[src/rtl/pic_wb_pkg.sv]
// Shared definitions for the PIC16C5x write-back path.
// Contents: request op encodings, STATUS flag bit positions, default widths,
// and a helper that decides whether a request writes the GPR file.
package pic_wb_pkg;

    // Default widths used by the write-back controller.
    localparam int unsigned DEF_DATA_W   = 8;
    localparam int unsigned DEF_ADDR_W   = 5;
    localparam int unsigned DEF_DEPTH    = 4;
    localparam int unsigned DEF_STATUS_W = 3;

    // STATUS flag positions.
    localparam int unsigned BIT_C  = 0;
    localparam int unsigned BIT_DC = 1;
    localparam int unsigned BIT_Z  = 2;

    // Request op encodings.
    localparam logic [2:0] OP_NOP    = 3'd0;
    localparam logic [2:0] OP_CLRF   = 3'd1;
    localparam logic [2:0] OP_CLRW   = 3'd2;
    localparam logic [2:0] OP_MOVWF  = 3'd3;
    localparam logic [2:0] OP_ALU_F  = 3'd4;
    localparam logic [2:0] OP_ALU_W  = 3'd5;
    localparam logic [2:0] OP_MOVF   = 3'd6;
    localparam logic [2:0] OP_FSR_LD = 3'd7;

    // True when the op (with its d bit) produces a GPR write.
    function automatic logic is_gpr_push(input logic [2:0] op, input logic dest);
        return (op == OP_CLRF) || (op == OP_MOVWF) ||
               (((op == OP_ALU_F) || (op == OP_MOVF)) && dest);
    endfunction

    // True when the op rewrites STATUS.
    function automatic logic is_status_upd(input logic [2:0] op);
        return (op == OP_CLRF) || (op == OP_CLRW) || (op == OP_ALU_F) ||
               (op == OP_ALU_W) || (op == OP_MOVF);
    endfunction

endpackage

[src/rtl/reg_write_queue_if.sv]
// Request and GPR write-port bundle for reg_write_queue.
//   Request channel : req_valid/req_ready handshake plus op, d bit, address and
//                     the operand values (W, ALU result/flags, current STATUS).
//   Write channel   : wr_en/wr_ready handshake with wr_addr/wr_data.
// master : execute / register-file side (drives requests, absorbs writes).
// slave  : the write-back controller.
interface reg_write_queue_if #(
    parameter int unsigned DATA_W   = 8,
    parameter int unsigned ADDR_W   = 5,
    parameter int unsigned STATUS_W = 3
);
    logic                req_valid;
    logic                req_ready;
    logic [2:0]          req_op;
    logic                req_dest;
    logic [ADDR_W-1:0]   req_addr;
    logic [DATA_W-1:0]   w_in;
    logic [DATA_W-1:0]   alu_result;
    logic [STATUS_W-1:0] alu_status;
    logic [DATA_W-1:0]   status_in;

    logic                wr_en;
    logic                wr_ready;
    logic [ADDR_W-1:0]   wr_addr;
    logic [DATA_W-1:0]   wr_data;

    modport master (
        output req_valid, req_op, req_dest, req_addr, w_in, alu_result, alu_status, status_in,
        input  req_ready,
        input  wr_en, wr_addr, wr_data,
        output wr_ready
    );

    modport slave (
        input  req_valid, req_op, req_dest, req_addr, w_in, alu_result, alu_status, status_in,
        output req_ready,
        output wr_en, wr_addr, wr_data,
        input  wr_ready
    );
endinterface

[src/rtl/wb_fifo.sv]
// Synchronous FIFO of {addr, data} GPR writes with flush and an address search.
// Ports:
//   i_clk, i_rst_n             clock, synchronous active-low reset
//   i_flush                    empty the queue next edge; a same-cycle push is dropped
//   i_push, i_push_addr/data   enqueue (ignored when full unless popping this cycle)
//   i_pop                      dequeue head (ignored when empty)
//   o_full                     DEPTH entries held
//   o_head_valid/addr/data     oldest entry; addr/data forced to 0 when empty
//   i_srch_addr                address to look up among valid entries
//   o_srch_hit/o_srch_data     youngest matching entry (data 0 when no hit)
//   o_count                    entries held, 0..DEPTH
module wb_fifo
    import pic_wb_pkg::*;
#(
    parameter int unsigned DATA_W = DEF_DATA_W,
    parameter int unsigned ADDR_W = DEF_ADDR_W,
    parameter int unsigned DEPTH  = DEF_DEPTH,
    localparam int unsigned PTR_W = $clog2(DEPTH),
    localparam int unsigned CNT_W = PTR_W + 1
) (
    input  logic              i_clk,
    input  logic              i_rst_n,
    input  logic              i_flush,
    input  logic              i_push,
    input  logic [ADDR_W-1:0] i_push_addr,
    input  logic [DATA_W-1:0] i_push_data,
    input  logic              i_pop,
    output logic              o_full,
    output logic              o_head_valid,
    output logic [ADDR_W-1:0] o_head_addr,
    output logic [DATA_W-1:0] o_head_data,
    input  logic [ADDR_W-1:0] i_srch_addr,
    output logic              o_srch_hit,
    output logic [DATA_W-1:0] o_srch_data,
    output logic [CNT_W-1:0]  o_count
);

    logic [ADDR_W-1:0] r_mem_addr [DEPTH];
    logic [DATA_W-1:0] r_mem_data [DEPTH];
    logic [PTR_W-1:0]  r_wr_ptr;
    logic [PTR_W-1:0]  r_rd_ptr;
    logic [CNT_W-1:0]  r_count;

    logic w_empty;
    logic w_push;
    logic w_pop;

    assign w_empty = (r_count == '0);
    assign o_full  = (r_count == CNT_W'(DEPTH));
    assign w_pop   = i_pop && !w_empty;
    // A full queue still accepts a push when the head leaves in the same cycle.
    assign w_push  = i_push && (!o_full || w_pop) && !i_flush;

    always_ff @(posedge i_clk) begin
        if (!i_rst_n) begin
            r_wr_ptr <= '0;
            r_rd_ptr <= '0;
            r_count  <= '0;
        end else if (i_flush) begin
            r_wr_ptr <= '0;
            r_rd_ptr <= '0;
            r_count  <= '0;
        end else begin
            // Pointers are PTR_W wide, so they wrap modulo DEPTH on their own.
            if (w_push) r_wr_ptr <= r_wr_ptr + PTR_W'(1);
            if (w_pop)  r_rd_ptr <= r_rd_ptr + PTR_W'(1);
            unique case ({w_push, w_pop})
                2'b10:   r_count <= r_count + CNT_W'(1);
                2'b01:   r_count <= r_count - CNT_W'(1);
                default: r_count <= r_count;
            endcase
        end
    end

    // Storage needs no reset: every read is qualified by r_count.
    always_ff @(posedge i_clk) begin
        if (w_push) begin
            r_mem_addr[r_wr_ptr] <= i_push_addr;
            r_mem_data[r_wr_ptr] <= i_push_data;
        end
    end

    assign o_head_valid = !w_empty;
    assign o_head_addr  = w_empty ? '0 : r_mem_addr[r_rd_ptr];
    assign o_head_data  = w_empty ? '0 : r_mem_data[r_rd_ptr];
    assign o_count      = r_count;

    // Walk oldest to youngest; the last match written wins, giving the youngest.
    always_comb begin
        logic [PTR_W-1:0] idx;
        o_srch_hit  = 1'b0;
        o_srch_data = '0;
        idx         = '0;
        for (int i = 0; i < DEPTH; i++) begin
            idx = r_rd_ptr + PTR_W'(i);
            if ((CNT_W'(i) < r_count) && (r_mem_addr[idx] == i_srch_addr)) begin
                o_srch_hit  = 1'b1;
                o_srch_data = r_mem_data[idx];
            end
        end
    end

endmodule

[src/rtl/reg_write_queue.sv]
// Write-back controller for the PIC16C5x register file.
// Decodes one write request per cycle into a queued GPR write, a STATUS update
// and/or an FSR load. GPR writes drain through a stallable write port; queued
// writes are searchable so execute can read values that have not landed yet.
// Ports:
//   i_clk, i_rst_n                 clock, synchronous active-low reset
//   bus (slave)                    request channel and GPR write channel
//   i_flush                        discard all queued GPR writes
//   o_status_wr_en/o_status_wr_data  one-cycle STATUS write, registered
//   o_fsr_wr_en/o_fsr_wr_data        one-cycle FSR write, registered
//   i_rd_addr, o_fwd_hit, o_fwd_data forward lookup of the youngest queued write
//   o_pending                      queued entry count
module reg_write_queue
    import pic_wb_pkg::*;
#(
    parameter int unsigned DATA_W   = DEF_DATA_W,
    parameter int unsigned ADDR_W   = DEF_ADDR_W,
    parameter int unsigned DEPTH    = DEF_DEPTH,
    parameter int unsigned STATUS_W = DEF_STATUS_W,
    parameter int unsigned ZBIT     = BIT_Z
) (
    input  logic                       i_clk,
    input  logic                       i_rst_n,
    reg_write_queue_if.slave           bus,
    input  logic                       i_flush,
    output logic                       o_status_wr_en,
    output logic [DATA_W-1:0]          o_status_wr_data,
    output logic                       o_fsr_wr_en,
    output logic [DATA_W-1:0]          o_fsr_wr_data,
    input  logic [ADDR_W-1:0]          i_rd_addr,
    output logic                       o_fwd_hit,
    output logic [DATA_W-1:0]          o_fwd_data,
    output logic [$clog2(DEPTH):0]     o_pending
);

    logic              w_full;
    logic              w_pop;
    logic              w_accept;
    logic              w_push;
    logic [DATA_W-1:0] w_push_data;
    logic              w_status_upd;
    logic [DATA_W-1:0] w_status_next;
    logic              w_fsr_ld;

    logic              r_status_wr_en;
    logic [DATA_W-1:0] r_status_wr_data;
    logic              r_fsr_wr_en;
    logic [DATA_W-1:0] r_fsr_wr_data;

    assign w_pop         = bus.wr_en && bus.wr_ready;
    assign bus.req_ready = !w_full || w_pop;
    assign w_accept      = bus.req_valid && bus.req_ready && (bus.req_op != OP_NOP);
    assign w_push        = w_accept && is_gpr_push(bus.req_op, bus.req_dest);
    assign w_status_upd  = w_accept && is_status_upd(bus.req_op);
    assign w_fsr_ld      = w_accept && (bus.req_op == OP_FSR_LD);

    always_comb begin
        w_push_data = bus.alu_result;
        if (bus.req_op == OP_CLRF) begin
            w_push_data = '0;
        end else if (bus.req_op == OP_MOVWF) begin
            w_push_data = bus.w_in;
        end
    end

    // Clears only raise Z; ALU-type ops overwrite the whole flag field.
    always_comb begin
        w_status_next = bus.status_in;
        if ((bus.req_op == OP_CLRF) || (bus.req_op == OP_CLRW)) begin
            w_status_next[ZBIT] = 1'b1;
        end else begin
            w_status_next[STATUS_W-1:0] = bus.alu_status;
        end
    end

    always_ff @(posedge i_clk) begin
        if (!i_rst_n) begin
            r_status_wr_en   <= 1'b0;
            r_status_wr_data <= '0;
            r_fsr_wr_en      <= 1'b0;
            r_fsr_wr_data    <= '0;
        end else begin
            r_status_wr_en <= w_status_upd;
            r_fsr_wr_en    <= w_fsr_ld;
            if (w_status_upd) r_status_wr_data <= w_status_next;
            if (w_fsr_ld)     r_fsr_wr_data    <= bus.alu_result;
        end
    end

    assign o_status_wr_en   = r_status_wr_en;
    assign o_status_wr_data = r_status_wr_data;
    assign o_fsr_wr_en      = r_fsr_wr_en;
    assign o_fsr_wr_data    = r_fsr_wr_data;

    wb_fifo #(
        .DATA_W (DATA_W),
        .ADDR_W (ADDR_W),
        .DEPTH  (DEPTH)
    ) u_fifo (
        .i_clk        (i_clk),
        .i_rst_n      (i_rst_n),
        .i_flush      (i_flush),
        .i_push       (w_push),
        .i_push_addr  (bus.req_addr),
        .i_push_data  (w_push_data),
        .i_pop        (w_pop),
        .o_full       (w_full),
        .o_head_valid (bus.wr_en),
        .o_head_addr  (bus.wr_addr),
        .o_head_data  (bus.wr_data),
        .i_srch_addr  (i_rd_addr),
        .o_srch_hit   (o_fwd_hit),
        .o_srch_data  (o_fwd_data),
        .o_count      (o_pending)
    );

endmodule

[src/flat_wrapper.sv]
// flat-port wrapper written by rule: the top's interface ports become plain ports
module reg_write_queue_flat import pic_wb_pkg::*;
#(
    parameter int unsigned DATA_W   = DEF_DATA_W,
    parameter int unsigned ADDR_W   = DEF_ADDR_W,
    parameter int unsigned DEPTH    = DEF_DEPTH,
    parameter int unsigned STATUS_W = DEF_STATUS_W,
    parameter int unsigned ZBIT     = BIT_Z
)
  (i_clk, i_rst_n, i_flush, o_status_wr_en, o_status_wr_data, o_fsr_wr_en, o_fsr_wr_data, i_rd_addr, o_fwd_hit, o_fwd_data, o_pending, bus_req_valid, bus_req_op, bus_req_dest, bus_req_addr, bus_w_in, bus_alu_result, bus_alu_status, bus_status_in, bus_req_ready, bus_wr_en, bus_wr_addr, bus_wr_data, bus_wr_ready);
  reg_write_queue_if #(.DATA_W(DATA_W), .ADDR_W(ADDR_W), .STATUS_W(STATUS_W)) bus_i ();
  input  logic i_clk;
  input  logic i_rst_n;
  input  logic i_flush;
  output logic o_status_wr_en;
  output logic [DATA_W-1:0] o_status_wr_data;
  output logic o_fsr_wr_en;
  output logic [DATA_W-1:0] o_fsr_wr_data;
  input  logic [ADDR_W-1:0] i_rd_addr;
  output logic o_fwd_hit;
  output logic [DATA_W-1:0] o_fwd_data;
  output logic [$clog2(DEPTH):0] o_pending;
  input wire logic [$bits(bus_i.req_valid)-1:0] bus_req_valid;
  input wire logic [$bits(bus_i.req_op)-1:0] bus_req_op;
  input wire logic [$bits(bus_i.req_dest)-1:0] bus_req_dest;
  input wire logic [$bits(bus_i.req_addr)-1:0] bus_req_addr;
  input wire logic [$bits(bus_i.w_in)-1:0] bus_w_in;
  input wire logic [$bits(bus_i.alu_result)-1:0] bus_alu_result;
  input wire logic [$bits(bus_i.alu_status)-1:0] bus_alu_status;
  input wire logic [$bits(bus_i.status_in)-1:0] bus_status_in;
  output wire logic [$bits(bus_i.req_ready)-1:0] bus_req_ready;
  output wire logic [$bits(bus_i.wr_en)-1:0] bus_wr_en;
  output wire logic [$bits(bus_i.wr_addr)-1:0] bus_wr_addr;
  output wire logic [$bits(bus_i.wr_data)-1:0] bus_wr_data;
  input wire logic [$bits(bus_i.wr_ready)-1:0] bus_wr_ready;
  assign bus_i.req_valid = bus_req_valid;
  assign bus_i.req_op = bus_req_op;
  assign bus_i.req_dest = bus_req_dest;
  assign bus_i.req_addr = bus_req_addr;
  assign bus_i.w_in = bus_w_in;
  assign bus_i.alu_result = bus_alu_result;
  assign bus_i.alu_status = bus_alu_status;
  assign bus_i.status_in = bus_status_in;
  assign bus_req_ready = bus_i.req_ready;
  assign bus_wr_en = bus_i.wr_en;
  assign bus_wr_addr = bus_i.wr_addr;
  assign bus_wr_data = bus_i.wr_data;
  assign bus_i.wr_ready = bus_wr_ready;
  reg_write_queue #(.DATA_W(DATA_W), .ADDR_W(ADDR_W), .DEPTH(DEPTH), .STATUS_W(STATUS_W), .ZBIT(ZBIT)) u_core (.i_clk(i_clk), .i_rst_n(i_rst_n), .bus(bus_i), .i_flush(i_flush), .o_status_wr_en(o_status_wr_en), .o_status_wr_data(o_status_wr_data), .o_fsr_wr_en(o_fsr_wr_en), .o_fsr_wr_data(o_fsr_wr_data), .i_rd_addr(i_rd_addr), .o_fwd_hit(o_fwd_hit), .o_fwd_data(o_fwd_data), .o_pending(o_pending));
endmodule
[config.mk]
export PLATFORM = sky130hd
export DESIGN_NAME = reg_write_queue_flat
export DESIGN_NICKNAME = d
export VERILOG_FILES = /design/src/rtl/pic_wb_pkg.sv /design/src/rtl/reg_write_queue_if.sv /design/src/rtl/wb_fifo.sv /design/src/rtl/reg_write_queue.sv /design/src/flat_wrapper.sv
export SDC_FILE = /design/constraint.sdc
export NUM_CORES = 1
export LEC_CHECK = 0
export CAP_MARGIN = 10
export CORE_ASPECT_RATIO = 1.1
export CORE_MARGIN = 4
export CORE_UTILIZATION = 45
export CTS_CLUSTER_DIAMETER = 150
export DETAILED_ROUTE_END_ITERATION = 8
export PLACE_DENSITY = 0.7
export SETUP_SLACK_MARGIN = 0.2
export SKIP_LAST_GASP = 1
export SYNTH_ARGS = -nofsm -noshare
export SYNTH_HDL_FRONTEND = slang
export SYNTH_HIERARCHICAL = 1
export SYNTH_SLANG_ARGS = --single-unit
[constraint.sdc]
create_clock -name i_clk -period 3.9 [get_ports i_clk]
set_input_delay 0.39 -clock i_clk [delete_from_list [all_inputs] [get_ports i_clk]]
set_output_delay 0.39 -clock i_clk [all_outputs]
set_load 0.05 [all_outputs]
==> metrics, run 1 <==
TNS Setup=0 ns; Initial Utilization=0.4677; Design Power=1.901 mW; core area=between 10000 and 15000 sq um; Reg-to-Reg Start=u_core/u_fifo/o_count[0]; Post-Syn Nets=between 400 and 500; Worst path slowest cell=dfxtp_2; Internal=1.440 mW; Die Y=between 100 and 150 um; Final Cell Area=6233 sq um; first-pass GRT wire length=between 15000 and 20000 um; Die ar.=12750 sq um; Slew Limit Headroom=0.5793; Crit. End Element=primary output; sw power=between 0.4 and 0.5 mW; CP required=between 3 and 4 ns; grt ovf=0; Pins Over Slew Limit=0; synthesized area=just under 5000 sq um; Hold Crit Depth=2; IO Pins=91; Antenna Cells=0; HP Class=reg -> reg; asr flop ratio synth=0; CTS sink cnt=79; post-synth top area cell=edfxtp_1; gpl congestion=between 0.8 and 0.9; Num CTS Buffers=9; distinct cell type count after synthesis=48; Post-synth EDFFs=between 50 and 60; FP Rows=39; Post-DP HPWL=roughly 8000 um; fmax=between 200 and 300 MHz; die width=~110 um; DR iter-0 viols=between 150 and 200; setup violators final=0; share of post-route cells with drive strength above 1=0.1863; Final ANT Viol Nets=0; global-route usage over all layers=0.1739; Fin Clk Skew=around 0.0073 ns; CP Max Fanout=15; Post-synth top cells=edfxtp_1, mux2i_1, nand2_1; clk_lat worst skew=roughly 0.34 ns; DRT met1 WL=around 4400 um; routed vias/inst=5.393; WP data arrival=3.06 ns; mean area per synthesized cell=around 13 sq um; Synth top area share=0.3153; maximum number of pins on one net before global-route repair=26; uppermost layer routed=met4; YS warnings=6; vias post-DR=~3400; vias in the first global route=3457; cell breakdown of the critical path=buf_4 > mux4_2 > xnor2_1 > nand4_2 > nor2_8 > mux2i_1 > o221ai_2 > buf_4; Reg2Reg Setup Slack=about 0.93 ns; H-tree levels=3; final WL=between 10000 and 15000 um; sequential area share after synthesis=0.4245; predominant post-synthesis flop cell=edfxtp_1; Tcrit/Tclk final=0.8858; clock power share=0.408; placed insts=609; clock-pin slew on the worst setup and hold paths=roughly 0.060 ns; VDD IR max=between 300 and 400 uV; capturing point of the worst reg2reg path=u_core/u_fifo/o_count[2]; PortBufs=89; Worst Setup Start Kind=flip-flop; Nets=~530; Area contributors post-synth=edfxtp_1, mux4_2, dfxtp_1; status=finished clean; crit path capture=o_fwd_data[1]; wire per inst=17.01 um; Bufs on Longest Clock Path=2; switching part of the total=0.2423; Setup CP Type=reg -> out; fin util=0.5887; Area growth syn-to-layout=25.87%; TritonCTS clock tree=built; max_cap viols=0; R2R depth=13; CP max stage delay=around 0.58 ns; Fin. Hold Viols=0; RSZ-0062 raised after global routing=false; Met3 Wirelength=about 800 um; WL met2=~5400 um; Seq pwr share=0.482; Root Buffer=clkbuf_16; measured slew at the worst slew-check pin=approximately 0.62 ns; pre-CTS WS=around 0.68 ns; post-route setup slack=between 0.4 and 0.5 ns; Comb power frac=0.110; CP Launch Point=u_core/u_fifo/r_rd_ptr[0]; Remaining DRCs=0; Tmin final=~3.5 ns; Final Non-Filler Cells=626; first-pass iteration count of the detailed router=4; initial antenna violation count=0; cell mode on critical path=buf_4; Pleak=2.094 nW; PD cells=about 300 nW/um^2; Cell Area, Placed=slightly below 6000 sq um; Hold WS=around 0.45 ns; Cells after Synth=roughly 390; #FFs+latches synth=79
layout by cell type, fill, tap and decap left out, drive strengths merged, types with 14 or more instances in the layout:
cell and count:
and2 19, buf 24, clkdlybuf4s50 80, dfxtp 27, edfxtp 52, mux2i 52, mux4 36, nand2 46
nor2 15, o21ai 14, xnor2 19
power by group through the flow:
stage	Sequential, mW	Combinational, mW	Clock, mW
5_1_grt	0.917	0.224	0.834
3_3_place_gp	0.932	0.207	0
3_5_place_dp	0.933	0.209	0
2_1_floorplan	0.961	0.0873	0
6_report	0.915	0.209	0.776
4_1_cts	0.915	0.210	0.793
worst max-delay path: cells and delay by family (launching register included):
family	cells	cell delay [ns]
AND/OR/NAND/NOR	2	0.45
XOR/XNOR	1	0.19
multiplexers	2	0.81
flip-flops	1	0.58
AO/OA/AOI/OAI	1	0.13
buffers and inverters	2	0.56
cell families (layout without fill, tap and decap cells):
logic type	Yosys count	after routing	synth area share
xor gates and xnor gates	25	25	0.04421
DFF	79	79	0.4245
muxes	88	88	0.2751
buffers and inverters	28	126	0.03941
and+or+nand+nor	119	119	0.1332
adders and majority gates	9	9	0.02274
AOI/OAI and AO/OA	37	37	0.06089
routing by layer:
layer / vias to the layer above / track usage
met5: - / 0
met4: 0 / 0.03552
met3: 7 / 0.06034
met2: 100 / 0.3009
met1: 1628 / 0.2086
li1: 1641 / -
layout make-up:
cell class	count	area, sq um
Multi-Input combinational cell	278	2655
Sequential cell	79	2105
Clock buffer	9	225.2
Timing Repair Buffer	104	993.5
Inverter	6	22.52
Tap cell	143	178.9
Fill cell	897	4355
Clock inverter	7	53.80
flip-flops by register name, summed over array words and instances (netlist names), named ones only:
signal                    cells
u_core/o_fsr_wr_data          8
u_core/o_fsr_wr_en            1
u_core/o_status_wr_data       8
u_core/o_status_wr_en         1
u_core/u_fifo/o_count         3
u_core/u_fifo/r_mem_addr     20
u_core/u_fifo/r_mem_data     32
u_core/u_fifo/r_rd_ptr        2
u_core/u_fifo/r_wr_ptr        2
what timing repair did:
action	in CTS	in global routing
buffers inserted	0	1
hold buffers	0	0
setup endpoints to repair	0	3
gates resized for setup	0	0
worst min path at each step:
stage | end | from
3_3_place_gp | u_core/o_status_wr_data[6] | u_core/o_status_wr_data[6]
3_5_place_dp | u_core/o_status_wr_data[6] | u_core/o_status_wr_data[6]
5_1_grt | u_core/o_status_wr_data[6] | u_core/o_status_wr_data[6]
2_1_floorplan | u_core/u_fifo/r_mem_addr[0][0] | bus_req_addr[0]
4_1_cts | u_core/o_status_wr_data[6] | u_core/o_status_wr_data[6]
6_report | u_core/o_status_wr_data[6] | u_core/o_status_wr_data[6]
Power figures use the tool's default switching activity.
==> run 2: changes to the inputs <==
--- a/config.mk
+++ b/config.mk
@@ -11,6 +11,7 @@
 export CORE_UTILIZATION = 45
 export CTS_CLUSTER_DIAMETER = 150
 export DETAILED_ROUTE_END_ITERATION = 8
+export GPL_TIMING_DRIVEN = 1
 export PLACE_DENSITY = 0.7
 export SETUP_SLACK_MARGIN = 0.2
 export SKIP_LAST_GASP = 1
==> constraint.sdc (replaced) <==
create_clock -name i_clk -period 3.9 [get_ports i_clk]
set_input_delay 0.585 -clock i_clk [delete_from_list [all_inputs] [get_ports i_clk]]
set_output_delay 0.585 -clock i_clk [all_outputs]
set_load 0.05 [all_outputs]
==> run 2 against run 1 <==
Worst hold slack worse by 0.0028 ns. Register-to-register slack about the same. Sequential cell count unchanged. Count of clock-buffer cells in the layout up 4. Final cell count up 0.32%. Non-clock buffer count up 2. Global-route usage up 0.66 points. Maximum frequency up 0.16%. Clock skew about the same. Total power up 3.7%. Die area unchanged.
==> metrics, run 2 (synthesis gave the netlist of run 1 again) <==
status=finished clean; clk_lat worst skew=0.33 ns (about the same); Die Y=118.0 um (unchanged); max_cap viols=0 (unchanged); share of post-route cells with drive strength above 1=0.1876 (+0.001293); Root Buffer=clkbuf_16; fmax=289.9 MHz (+0.16%); Final Cell Area=6285 sq um (+0.82%); CP required=3.31 ns (-0.20 ns); FP Rows=39 (unchanged); grt ovf=0 (unchanged); Biggest register=u_core/u_fifo/r_mem_data; fin util=0.5935 (+0.004845); Remaining DRCs=0 (unchanged); Bufs on Longest Clock Path=2 (unchanged); PortBufs=89 (unchanged); CP Max Fanout=9 (-6); Nets=535 (+0.38%); Hold Crit Depth=2 (unchanged); PD cells=313.5 nW/um^2 (+2.8%); VDD IR max=210.3 uV (-30%); Pins Over Slew Limit=0 (unchanged); RSZ-0062 raised after global routing=false; DR iter-0 viols=115 (-30%); Pleak=2.118 nW (+1.2%); measured slew at the worst slew-check pin=0.5934 ns (-0.03101 ns); Tmin final=3.449 ns (-0.005661 ns); wire per inst=17.80 um (+4.6%); HP Class=reg -> reg; Fin Clk Skew=0.007715 ns (+0.0003872 ns); placed insts=611 (+0.33%); Final ANT Viol Nets=0 (unchanged); Final Non-Filler Cells=628 (+0.32%); WP data arrival=2.86 ns (-0.20 ns); first-pass GRT wire length=17930 um (+3.1%); clock-pin slew on the worst setup and hold paths=0.06 ns (about the same); Crit. End Element=primary output; Setup CP Type=reg -> out; Design Power=1.971 mW (+3.7%); Tcrit/Tclk final=0.8844 (-0.001452); Antenna Cells=0 (unchanged); max FFs per register=32 (unchanged); vias in the first global route=3543 (+2.5%); Num CTS Buffers=9 (unchanged); global-route usage over all layers=0.1805 (+0.006590); Slew Limit Headroom=0.6002 (+0.02089); Cell Area, Placed=5962 sq um (+0.25%); final WL=11180 um (+5.0%); CTS sink cnt=79 (unchanged); initial antenna violation count=0 (unchanged); vias post-DR=3393 (+0.50%); Die ar.=12750 sq um (unchanged); H-tree levels=3 (unchanged); TNS Setup=0 ns (unchanged); TritonCTS clock tree=built; first-pass iteration count of the detailed router=4 (unchanged); Top Registers=u_core/u_fifo/r_mem_data x32, u_core/u_fifo/r_mem_addr x20; routed vias/inst=5.403 (+0.18%); R2R depth=13 (unchanged); Fin. Hold Viols=0 (unchanged); Worst Setup Start Kind=flip-flop; die width=108.0 um (unchanged); commonest non-fill, non-tap cell in the layout=clkdlybuf4s50_1; setup violators final=0 (unchanged); core area=10590 sq um (unchanged); Post-DP HPWL=8316 um (+4.8%); most frequent cells in the layout=clkdlybuf4s50_1, mux2i_1, edfxtp_1; maximum number of pins on one net before global-route repair=26 (unchanged); Area growth syn-to-layout=26.91%; IO Pins=91 (unchanged); Post-CTS Hold Fix Bufs=0 (unchanged); Initial Utilization=0.4677 (unchanged); gpl congestion=0.7610 (-5.2%)
-- run 2: cell count changes in the layout (fill, tap and decap cells not counted) --
cell and change:
or2_1 -1, dfxtp_2 -1, clkinv_2 -1, or2_2 +1, inv_4 -1, clkbuf_8 +1, clkinv_1 +1, dfxtp_4 +1
clkinv_4 -1, buf_4 +2, inv_6 -2, clkbuf_16 +2, clkbuf_1 +1
-- run 2: layout make-up --
type                    count  area (sq um)
clock buffers              13         292.8
flip-flops and latches     79          2107
repair buffers            106          1008
well taps                 143         178.9
clock inverters             3         20.02
multi-input cells         278          2655
inverters                   6         22.52
fillers                   869          4304
-- run 2: metrics by stage --
stage	setup WS [ns]	hold slack (ns)
after floorplan	0.4164	0.5175
after CTS	0.2704	0.4523
after detailed placement	0.4789	0.4464
after global routing	0.2781	0.4801
final	0.4509	0.4485
after global placement	0.4888	0.4413
-- run 2: report_power, final --
group | total, mW | switching, mW | internal [mW]
combinational | 0.211 | 0.114 | 0.0964
sequential | 0.915 | 0.00789 | 0.907
clock | 0.845 | 0.319 | 0.526
-- run 2: layer usage --
| metal | track usage | part of all wire | wire length [um] | up-vias |
|---|---|---|---|---|
| li1 | - | - | - | 1649 |
| met5 | 0 | 0 | 0 | - |
| met1 | 0.2163 | 0.40 | 4489 | 1636 |
| met4 | 0.04972 | 0.0086 | 96 | 0 |
| met3 | 0.05266 | 0.074 | 828 | 9 |
| met2 | 0.3134 | 0.52 | 5761 | 99 |
-- run 2: path summary, 6_finish.rpt --
check,from,endpoint,slack [ns]
setup / recovery,flip-flop,o_fwd_data[0],0.45
hold / removal,u_core/o_status_wr_data[7],u_core/o_status_wr_data[7],0.45
setup reg to reg,u_core/u_fifo/o_count[0],u_core/u_fifo/o_count[2],0.94
hold reg to reg,u_core/o_status_wr_data[7],u_core/o_status_wr_data[7],0.45
-- run 2: worst max-delay path, stage by stage (launching register included) --
cell	delay (ns)
dfxtp_1	0.62
mux4_2	0.59
xnor2_1	0.26
nand4_1	0.12
buf_4	0.20
nor3b_1	0.20
mux2i_1	0.10
o221ai_2	0.20
buf_4	0.24
-- run 2: timing repair --
item,in CTS,in global routing
setup endpoints to repair,8,8
gates resized for setup,0,2
setup buffers,1,0
pin swaps,1,0
==> run 3: changes to the inputs <==
--- a/config.mk
+++ b/config.mk
@@ -10,6 +10,7 @@
 export CORE_MARGIN = 4
 export CORE_UTILIZATION = 45
 export CTS_CLUSTER_DIAMETER = 150
+export CTS_CLUSTER_SIZE = 14
 export DETAILED_ROUTE_END_ITERATION = 8
 export GPL_TIMING_DRIVEN = 1
 export PLACE_DENSITY = 0.7
==> results of run 3 <==
The final DEF is identical to that of run 2; final timing and power are the same.
